<file path="src/rtl/counter_run_ctrl.sv">
// counter_run_ctrl: run/pause/clear sequencer for the display up-counter.
// Synchronises three raw push-buttons, edge-detects them into single presses,
// runs a 4-state FSM (IDLE/RUN/PAUSE/DONE), divides clk down to the count rate
// and issues one-cycle cnt_en / cnt_clr strobes to the counter.
//
// Optional build macro: COUNTER_RUN_CTRL_WRAP_EN
//   defined   -> terminal count issues cnt_clr and keeps running (wraps)
//   undefined -> terminal count stops in DONE
//
// Ports:
//   clk        system clock
//   reset      asynchronous, active-high
//   btn_start  raw start button (async level)
//   btn_stop   raw stop/pause button (async level)
//   btn_clear  raw clear button (async level)
//   cnt_value  current counter value [N-1:0]
//   cnt_en     registered count-enable strobe
//   cnt_clr    registered one-cycle clear strobe
//   state      FSM state: IDLE=00 RUN=01 PAUSE=10 DONE=11
//   done       high while state==DONE
module counter_run_ctrl #(
  parameter int unsigned N     = 16,
  parameter int unsigned DIV   = 50000000,
  parameter int unsigned LIMIT = 9999
) (
  input  logic         clk,
  input  logic         reset,
  input  logic         btn_start,
  input  logic         btn_stop,
  input  logic         btn_clear,
  input  logic [N-1:0] cnt_value,
  output logic         cnt_en,
  output logic         cnt_clr,
  output logic [1:0]   state,
  output logic         done
);

  localparam int unsigned PW = $clog2(DIV);

  typedef enum logic [1:0] {
    IDLE  = 2'b00,
    RUN   = 2'b01,
    PAUSE = 2'b10,
    DONE  = 2'b11
  } state_t;

  state_t        state_q;
  logic [PW-1:0] presc;

  // Button vectors are ordered {clear, stop, start}
  logic [2:0] btn_raw;
  logic [2:0] sync1;
  logic [2:0] sync2;
  logic [2:0] prev;
  logic [2:0] press;

  logic press_start;
  logic press_stop;
  logic press_clear;
  logic tick;
  logic at_limit;

  assign btn_raw     = {btn_clear, btn_stop, btn_start};
  assign press       = sync2 & ~prev;
  assign press_start = press[0];
  assign press_stop  = press[1];
  assign press_clear = press[2];

  // Count-rate tick: last prescaler phase while running
  assign tick     = (state_q == RUN) && (presc == PW'(DIV - 1));
  assign at_limit = (cnt_value == N'(LIMIT));

  assign state = state_q;

  // Synchronisers, edge detect, FSM, prescaler and strobes
  always_ff @(posedge clk or posedge reset) begin
    if (reset) begin
      sync1   <= '0;
      sync2   <= '0;
      prev    <= '0;
      state_q <= IDLE;
      presc   <= '0;
      cnt_en  <= 1'b0;
      cnt_clr <= 1'b0;
      done    <= 1'b0;
    end else begin
      sync1   <= btn_raw;
      sync2   <= sync1;
      prev    <= sync2;
      cnt_en  <= 1'b0;
      cnt_clr <= 1'b0;

      // Clear outranks every other press and every tick
      if (press_clear) begin
        state_q <= IDLE;
        presc   <= '0;
        cnt_clr <= 1'b1;
        done    <= 1'b0;
      end else begin
        case (state_q)
          IDLE: begin
            presc <= '0;
            if (press_start) begin
              state_q <= RUN;
            end
          end
          RUN: begin
            // Stop wins over a coincident tick; prescaler keeps its phase
            if (press_stop) begin
              state_q <= PAUSE;
            end else if (tick) begin
              presc <= '0;
              if (at_limit) begin
`ifdef COUNTER_RUN_CTRL_WRAP_EN
                cnt_clr <= 1'b1;
`else
                state_q <= DONE;
                done    <= 1'b1;
`endif
              end else begin
                cnt_en <= 1'b1;
              end
            end else begin
              presc <= presc + PW'(1);
            end
          end
          PAUSE: begin
            if (press_start) begin
              state_q <= RUN;
            end
          end
          DONE: begin
            presc <= '0;
          end
          default: begin
            state_q <= IDLE;
            presc   <= '0;
          end
        endcase
      end
    end
  end

endmodule

</file>
<file path="config.mk">
export PLATFORM = sky130hd
export DESIGN_NAME = counter_run_ctrl
export DESIGN_NICKNAME = d
export VERILOG_FILES = /design/src/rtl/counter_run_ctrl.sv
export SDC_FILE = /design/constraint.sdc
export NUM_CORES = 1
export LEC_CHECK = 0
export CORE_MARGIN = 2
export CORE_UTILIZATION = 55
export DETAILED_ROUTE_END_ITERATION = 8
export PLACE_DENSITY_LB_ADDON = 0.2
export SETUP_SLACK_MARGIN = 0.4
export SLEW_MARGIN = 20
export SYNTH_ARGS = -nofsm -noshare
export SYNTH_HDL_FRONTEND = slang
export SYNTH_SLANG_ARGS = --single-unit
</file>
<file path="constraint.sdc">
create_clock -name clk -period 2.5 [get_ports clk]
set_clock_uncertainty 0.05 [all_clocks]
set_input_delay 0.5 -clock clk [delete_from_list [all_inputs] [get_ports clk]]
set_output_delay 0.5 -clock clk [all_outputs]
set_load 0.1 [all_outputs]
</file>
; After elaboration in Yosys (flattened, before gate mapping)
; Index checks and enable logic that the tools add are counted.
[word_totals]
word_cells = 54
out_inout_bits = 5
in_bits = 21
register_bits = 40
[op_classes]
reduce_logical = 12
bitwise_logic = 2
n_eq_ne = 10
n_addsub = 1
muxes = 21
[op_table]
columns = cell, n
row1 = 26-bit 2-to-1 mux, 3
row2 = 26-bit one-hot mux with 2 select lines, 1
row3 = 26-bit by 1-bit adder with 26-bit output (second input constant), 1
row4 = 26-bit equality test (second input constant), 1
row5 = 16-bit by 14-bit equality test with 1-bit output (second input constant), 1
row6 = 1-bit 2-to-1 mux, 11
row7 = 2-bit 2-to-1 mux, 5
row8 = 4-bit inequality test (second input constant), 2
row9 = 4-bit AND reduction, 2
row10 = 2-bit nonzero test, 3
row11 = 3-bit nonzero test, 2
row12 = 2-bit equality test (second input constant), 2
row13 = 2-bit one-hot mux with 2 select lines, 1
row14 = 2-bit OR reduction, 2
row15 = 3-bit bitwise AND, 1
row16 = 3-bit by 1-bit inequality test with 1-bit output (second input constant), 1
row17 = 3-bit inequality test (second input constant), 1
row18 = 3-bit inverter, 1
row19 = 2-bit by 1-bit equality test with 1-bit output (second input constant), 1
row20 = 2-bit logical NOT, 1
row21 = 2-bit by 1-bit inequality test with 1-bit output (second input constant), 1
row22 = 2-bit AND reduction, 1
row23 = 1-bit logical AND, 1

; Longest topological paths before layout
; Gate-level depths: netlist (run 1).
[depth]
word_depth = 6
mapped_depth = 8
ltp_nobuf = 7

; Least setup slack after synthesis (run 1)
; OpenSTA, ideal clock, no wires.
[synth_path]
path_type = reg2reg
start = register state_q[1], in the netlist state[1]
end = register presc[11]
synth_period_minus_slack_ns = 2.743
required_ns = 2.372
setup_ns = 0.078
n_path_buf = 0
slack_ns = -0.243
path_stages_with_launch = 8
t_arrival_ns = 2.615
path_cell_list = dfrtp_1 inv_1 ha_1 and3b_1 o21ai_2 nand2_1 or4_1 a21oi_1
[synth_between]
elab_chain_len = 6
elab_cells_between_ends = 12
cone_classes = eq/ne: 3 / mux: 4 / reduce/logical: 5
[synth_lines]
columns = item, line_no
row1 = "start, declared", 47  ; state_t state_q;
row2 = "start signal, assigned", 81  ; state_q <= IDLE;
row3 = "start signal, assigned", 95  ; state_q <= IDLE;
row4 = "start signal, assigned", 104  ; state_q <= RUN;
row5 = 2-bit by 1-bit equality test with 1-bit output, "70, 100"
row6 = 1-bit logical AND, 70  ; assign tick = (state_q == RUN) && (presc == PW'(DIV - 1));
row7 = 26-bit 2-to-1 mux, 111  ; end else if (tick) begin
row8 = 26-bit 2-to-1 mux, 109  ; if (press_stop) begin
row9 = 26-bit one-hot mux with 2 select lines, 100  ; case (state_q)
row10 = 26-bit 2-to-1 mux, 94  ; if (press_clear) begin
row11 = "end signal, assigned", 124  ; presc <= presc + PW'(1);
row12 = "end, declared", 48  ; logic [PW-1:0] presc;
; Parallel ways exist; a longest one is shown, timed or not. The select of a mux whose other input is x is not followed.
; A chain may end at the register's enable or synchronous reset.

; Worst setup path in the final report (run 1)
[layout_path]
start = register state_q[0], in the netlist state[0]
end = register presc[23]
; Same word-level chain as after synthesis.

==> key figures, run 1 <==
Drt
  – Detailed-route DRC error count: 0
  – Drt first pass iters: 4
  – Remaining antenna violation count: 0
  – Vias per inst: 5.89
  – DR iter-0 viols: 86
  – Routed vias: 1666
  – Detailed-route wire length per cell: 16.5 µm
  – Total Wirelength: 4680 µm

Hold path
  – Min-Delay Path Depth: 0
  – Worst hold path type: reg2reg
  – Hold path startpoint: sync1[0]$_DFF_PP0_
  – Hold Path End: sync2[0]$_DFF_PP0_

Clocking
  – Reg clk slew, reported paths: 0.08 ns
  – CTS tree: done
  – CTS Buffer Depth: 2
  – Clock root cell: clkbuf_8
  – H-Tree Depth: 2
  – # clock sinks: 40
  – Clock Latency Late Sink: 0.29 ns
  – CTS Buf Count: 5

Floorplanning
  – Die area: 0.00422 mm²
  – Core area: 0.00361 mm²
  – Die Span Y: 65.0 µm
  – Die width: 65.0 µm
  – Row count: 22
  – Ports: 26
  – Initial core utilization: 56.7%

Pwr
  – P_leak: 1.03 nW
  – Worst vdd ir: 0.000948 V
  – Power per cell area: 773 mW/mm²

Worst setup path
  – Startpoint Class: flip-flop
  – Cells on worst reg2reg path: 6
  – Worst Setup Path Type: reg2reg
  – Worst Path Max Fanout: 14
  – R2R Path Start: state[0]$_DFFE_PP0P_
  – R2R setup slack: 0.44 ns
  – CP startpoint: state[0]$_DFFE_PP0P_
  – CP Capture Type: flip-flop
  – CP Data Required Time: 2.63 ns
  – Crit path arrival time: 2.19 ns
  – R2r endpoint: presc[23]$_DFFE_PP0P_

Global route
  – All-Layer GR Usage: 24.5%
  – First-pass GRT wire length: 7630 µm
  – Initial antenna violation count: 0
  – GR Overflow Total: 0
  – Largest net degree at the start of global routing: 23
  – Vias in the first global route: 1645

Synth
  – EDFF count, synth: 0
  – Syn_nets: 220
  – Mean post-synth cell area: 10.5 µm²
  – Largest family of logic cells by synthesized area: simple AND/OR/NAND/NOR gates
  – Synth warn: 0
  – Post-synthesis simple-gate area fraction: 29.8%
  – Yosys cell types: 42
  – Xor and xnor area share after synthesis: 8.56%
  – Post-synth top area share: 48.9%
  – Post-synthesis sequential area ratio: 48.9%
  – Most frequent cells after synthesis: dfrtp_1 (40), nor2_1 (28), nand2_1 (13), xnor2_1 (13)
  – Post-synthesis async set-or-reset flop share: 100%
  – Syn Inst Count: 195
  – Mapped Area: 0.00205 mm²
  – Ys flop type: dfrtp_1
  – Flops & latches, synth: 40
  – Synth Area in Compound Gates: 6.48%
  – Synthesized-area fraction occupied by adder cells: 2.45%
  – Yosys top cell by area: dfrtp_1
  – Largest cells by area after synthesis: dfrtp_1 (49%), xnor2_1 (5.6%), nor2_1 (5.1%)
  – Cell with the most instances after synthesis: dfrtp_1
  – Mux contribution to synthesized area: 1.04%

Timing
  – Tcrit/Tclk final: 82.6%
  – Slew Viols, Final: 0
  – Setup TNS: 0 ns
  – Worst hold margin: 0.314 ns
  – RSZ-0062 raised after global routing: yes
  – Fin crit period: 2.06 ns
  – Worst Tran Pin Value: 0.411 ns
  – Final WS setup: 0.436 ns
  – Rel. slew slack: 72.4%
  – Endpoints failing setup: 0
  – Peak Freq: 484 MHz
  – Fin. Hold Viols: 0

Run
  – Max Cap Viol: 0

Place
  – # placed instances: 270
  – Dpl ws: 0.0125 ns
  – Gp weighted congestion: 0.838
  – Detail Placement HPWL: 3250 µm
  – Input/output buffers: 25

Run status
  – Status: complete, no violations

Final layout
  – # nets final: 259
  – Layout area overhead: 30.5%
  – Fin cells: 283
  – Final Core Density: 74.0%
  – Share of layout cells above drive strength 1: 24.7%
  – ANT cells: 0
[state kept, by name (all words and copies together) (netlist names)]
register and count:
sync1 3, done 1, cnt_en 1, sync2 3
prev 3, state 2, presc 26, cnt_clr 1
[cells in the final DEF, fill, tap and decap left out, types with 3 or more instances in the layout]
cell type         n
nor4b_2           3
xor2_1            7
nor4_2            5
nor4_4            5
clkdlybuf4s50_1  16
nand3_1           5
a31oi_1           6
clkbuf_8          5
xnor2_1          13
nand4_1           8
buf_4            15
dlygate4sd2_1     4
a21oi_1           5
nor2_1           28
nand2_1          11
nand4bb_1         3
nand2b_1          3
inv_1             6
dfrtp_1          38
[repair_timing]
item	4_1_cts	5_1_grt
pin swaps	4	2
setup buffers	0	5
resized for setup	11	4
endpoints found under the setup margin	2	11
hold buffers	0	0
endpoints found under the hold margin	0	0
[where the power goes]
part,internal (W),switching (W),total (W)
combinational,0.000294,0.000516,0.000809
clock,0.000295,0.000229,0.000524
sequential,0.000685,0.0000438,0.000729
total,0.00127,0.000788,0.00206
[logic make-up after synthesis]
kind of cell / after synthesis
AOI/OAI and AO/OA: 21
buffers and inverters: 12
DFF: 40
muxes: 2
adders and majority gates: 4
xor gates and xnor gates: 20
and+or+nand+nor: 96
[worst max-delay path by stage]
| stage | end | slack (ns) | cells after the start |
|---|---|---|---|
| 6_report | presc[23]$_DFFE_PP0P_ | 0.44 | 6 |
| 5_1_grt | presc[23]$_DFFE_PP0P_ | 0.32 | 6 |
| 4_1_cts | presc[15]$_DFFE_PP0P_ | 0.44 | 6 |
| 3_5_place_dp | state[0]$_DFFE_PP0P_ | 0.01 | 7 |
| 3_3_place_gp | state[1]$_DFFE_PP0P_ | 0.14 | 7 |
| 2_1_floorplan | presc[20]$_DFFE_PP0P_ | 0.41 | 8 |
[per-layer routing]
layer | wire [µm] | vias to the layer above | GRT usage [%]
met4 | 97 | 0 | 10.6
met5 | 0 | - | 0
li1 | - | 777 | -
met1 | 1930 | 818 | 30.0
met3 | 301 | 10 | 6.94
met2 | 2350 | 61 | 40.3
[final cells by class]
| class | instances | area (µm²) |
|---|---|---|
| multi-input cells | 143 | 1130 |
| repair buffers | 36 | 319 |
| flip-flops and latches | 40 | 1010 |
| well taps | 48 | 60.1 |
| inverters | 8 | 35.0 |
| fillers | 268 | 937 |
| clock inverters | 3 | 42.5 |
| clock buffers | 5 | 68.8 |
[stage by stage]
stage               power, W  instance area (µm²)
finish               0.00206                 2670
global route         0.00217                 2670
CTS                  0.00199                 2610
detailed placement   0.00146                 2470
global placement     0.00143                 2470
floorplan            0.00132                 2160
[worst max-delay path: stages (launching register included)]
cell and delay (ns):
dfrtp_4 0.53, ha_4 0.20, and3b_2 0.24, o21a_4 0.30
nor3_4 0.24, mux2i_1 0.29, nor4_2 0.08
No activity file was read; power rests on OpenSTA's default activity.
==> run 2, diff against run 1 <==
CORE_UTILIZATION = 49   (was 55)
clock period = 1.7 ns   (was 2.5 ns; I/O delays follow)
==> run 2 against run 1 <==
Against the previous run: the run now ends with negative setup slack left; die area increased by 11%; largest cell class unchanged; cell count grew 27%; final area is 45% higher; fmax fell by 6.2%; worst setup slack got worse by 0.94 ns.
==> key figures, run 2 (synthesis gave the netlist of run 1 again) <==
Final layout
  – Share of layout cells above drive strength 1: 58.3% (+34 points)
  – Commonest non-fill, non-tap cells in the layout: buf_4 (61), dfrtp_1 (38), clkdlybuf4s50_1 (16)
  – Biggest register: presc
  – ANT cells: 0 (unchanged)
  – Fin cells: 359 (+27%)
  – Finished Cell Area: 0.00387 mm² (+45%)
  – Layout area overhead: 89.2%
  – Max reg flops: 26 (unchanged)
  – Most common cell after layout, fill and taps aside: buf_4
  – # nets final: 333 (+29%)

Clocking
  – Hold buffer count at cts: 0 (unchanged)
  – CTS Buffer Depth: 2 (unchanged)
  – Reg clk slew, reported paths: 0.09 ns (about the same)
  – CTS Buf Count: 5 (unchanged)
  – # clock sinks: 40 (unchanged)
  – H-Tree Depth: 2 (unchanged)
  – Clock root cell: clkbuf_8
  – Clock Latency Late Sink: 0.31 ns (+0.02 ns)
  – CTS tree: done

Drt
  – Remaining antenna violation count: 0 (unchanged)
  – Vias per inst: 6.70 (+14%)
  – Detailed-route DRC error count: 0 (unchanged)
  – Detailed-route wire length per cell: 29.3 µm (+77%)
  – Total Wirelength: 10500 µm (+120%)
  – DR iter-0 viols: 407 (+370%)
  – Drt first pass iters: 7 (+3)
  – Routed vias: 2406 (+44%)

Global route
  – Met1 GRT Util: 41.5% (+11 points)
  – GR Util met3: 11.5% (+4.6 points)
  – Initial antenna violation count: 0 (unchanged)
  – Largest net degree at the start of global routing: 28 (+22%)
  – First-pass GRT wire length: 12100 µm (+58%)
  – GR peak layer: met2
  – Vias in the first global route: 2324 (+41%)
  – GR Overflow Total: 0 (unchanged)
  – Met2 Track Usage GR: 61.5% (+21 points)
  – All-Layer GR Usage: 36.5% (+12 points)

Floorplanning
  – Ports: 26 (unchanged)
  – Initial core utilization: 51.1% (-5.6 points)
  – Die Span Y: 68.6 µm (+5.6%)
  – Core area: 0.00400 mm² (+11%)
  – Die area: 0.00471 mm² (+11%)
  – Die width: 68.6 µm (+5.6%)
  – Row count: 23 (+4.5%)

Timing
  – Endpoints failing setup: 30 (+30)
  – Final WS setup: -0.501 ns (-0.937 ns)
  – Slew Viols, Final: 0 (unchanged)
  – RSZ-0062 raised after global routing: yes
  – Worst Tran Pin Value: 0.423 ns (+0.0120 ns)
  – Tcrit/Tclk final: 129% (+47 points)
  – Fin. Hold Viols: 0 (unchanged)
  – Fin crit period: 2.20 ns (+0.137 ns)
  – Peak Freq: 454 MHz (-6.2%)
  – Rel. slew slack: 71.7% (-0.63 points)
  – Worst hold margin: 0.312 ns (-0.00202 ns)

Place
  – Gp weighted congestion: 0.878 (+4.8%)
  – Input/output buffers: 25 (unchanged)
  – Placed cell areas: 0.00303 mm² (+23%)
  – # placed instances: 319 (+18%)
  – Detail Placement HPWL: 4090 µm (+26%)

Run status
  – Status: finished, violations left
  – Failing checks: negative setup slack

Worst setup path
  – CP Capture Type: flip-flop
  – Startpoint Class: flip-flop
  – Worst Setup Path Type: reg2reg
  – Worst Path Max Fanout: 5 (-9)
  – CP Data Required Time: 1.83 ns (-0.80 ns)
  – Crit path arrival time: 2.33 ns (+0.14 ns)

Pwr
  – P_leak: 1.57 nW (+53%)
  – Power per cell area: 1320 mW/mm² (+71%)
  – Worst vdd ir: 0.00112 V (+18%)

Run
  – Max Cap Viol: 0 (unchanged)

Hold path
  – Worst hold path type: in2async
## run 2: changes by cell type in the layout (fill, tap and decap cells not counted), sizes merged
cell,delta
buf,+72
clkbuf,+2
inv,-1
o21a,+1
## run 2: final cells by class
type	count	area, µm²
sequential	40	1010
inverter	8	38.8
multi-input combinational	144	1530
timing repair buffer	109	1120
tap	50	62.6
clock inverter	2	35.0
fill	68	130
clock buffer	6	72.6
## run 2: path summary, 6_finish.rpt
check	startpoint	slack, ns	to	cells past startpoint
setup / recovery	presc[12]$_DFFE_PP0P_	-0.50	presc[16]$_DFFE_PP0P_	9
hold / removal	reset	0.31	done$_DFFE_PP0P_	2
setup reg to reg	presc[12]$_DFFE_PP0P_	-0.50	presc[16]$_DFFE_PP0P_	9
hold reg to reg	sync1[2]$_DFF_PP0_	0.31	sync2[2]$_DFF_PP0_	0
max in group asynchronous	reset	0.84	presc[23]$_DFFE_PP0P_	3
min in group clk	sync1[2]$_DFF_PP0_	0.31	sync2[2]$_DFF_PP0_	0
## run 2: report_power, final
group,switching (W),total [W],internal (W)
clock,0.000363,0.000799,0.000436
sequential,0.0000545,0.00106,0.00101
combinational,0.00166,0.00326,0.00160
## run 2: stage by stage
stage               setup WS (ns)  setup TNS, ns  utilization (%)  power [W]
global route               -0.493         -12.38             96.7    0.00521
CTS                        -0.213          -4.49             88.6    0.00416
detailed placement         -0.558          -5.98             75.9    0.00261
floorplan                  -0.340          -5.52                -    0.00204
finish                     -0.501         -12.61             96.7    0.00512
global placement           -0.407          -4.52             75.9    0.00255
## run 2: what timing repair did
action / CTS / global route
gates cloned: 3 / 1
setup endpoints to repair: 32 / 33
resized for setup: 45 / 44
pin swaps: 22 / 18
buffers inserted: 15 / 13
## run 2: critical path: stages (launching register included)
cell     delay (ns)
dfrtp_1        0.39
nand4_1        0.24
buf_4          0.23
nor4_4         0.38
a31oi_4        0.16
o21ai_2        0.20
buf_6          0.15
buf_12         0.10
buf_16         0.12
nor2_2         0.06
## run 2: layer usage
metal  vias to the layer above  wire [µm]
met4                         0        893
met3                        85        992
met1                      1152       3670
li1                        924          -
met2                       245       4960
met5                         -          0
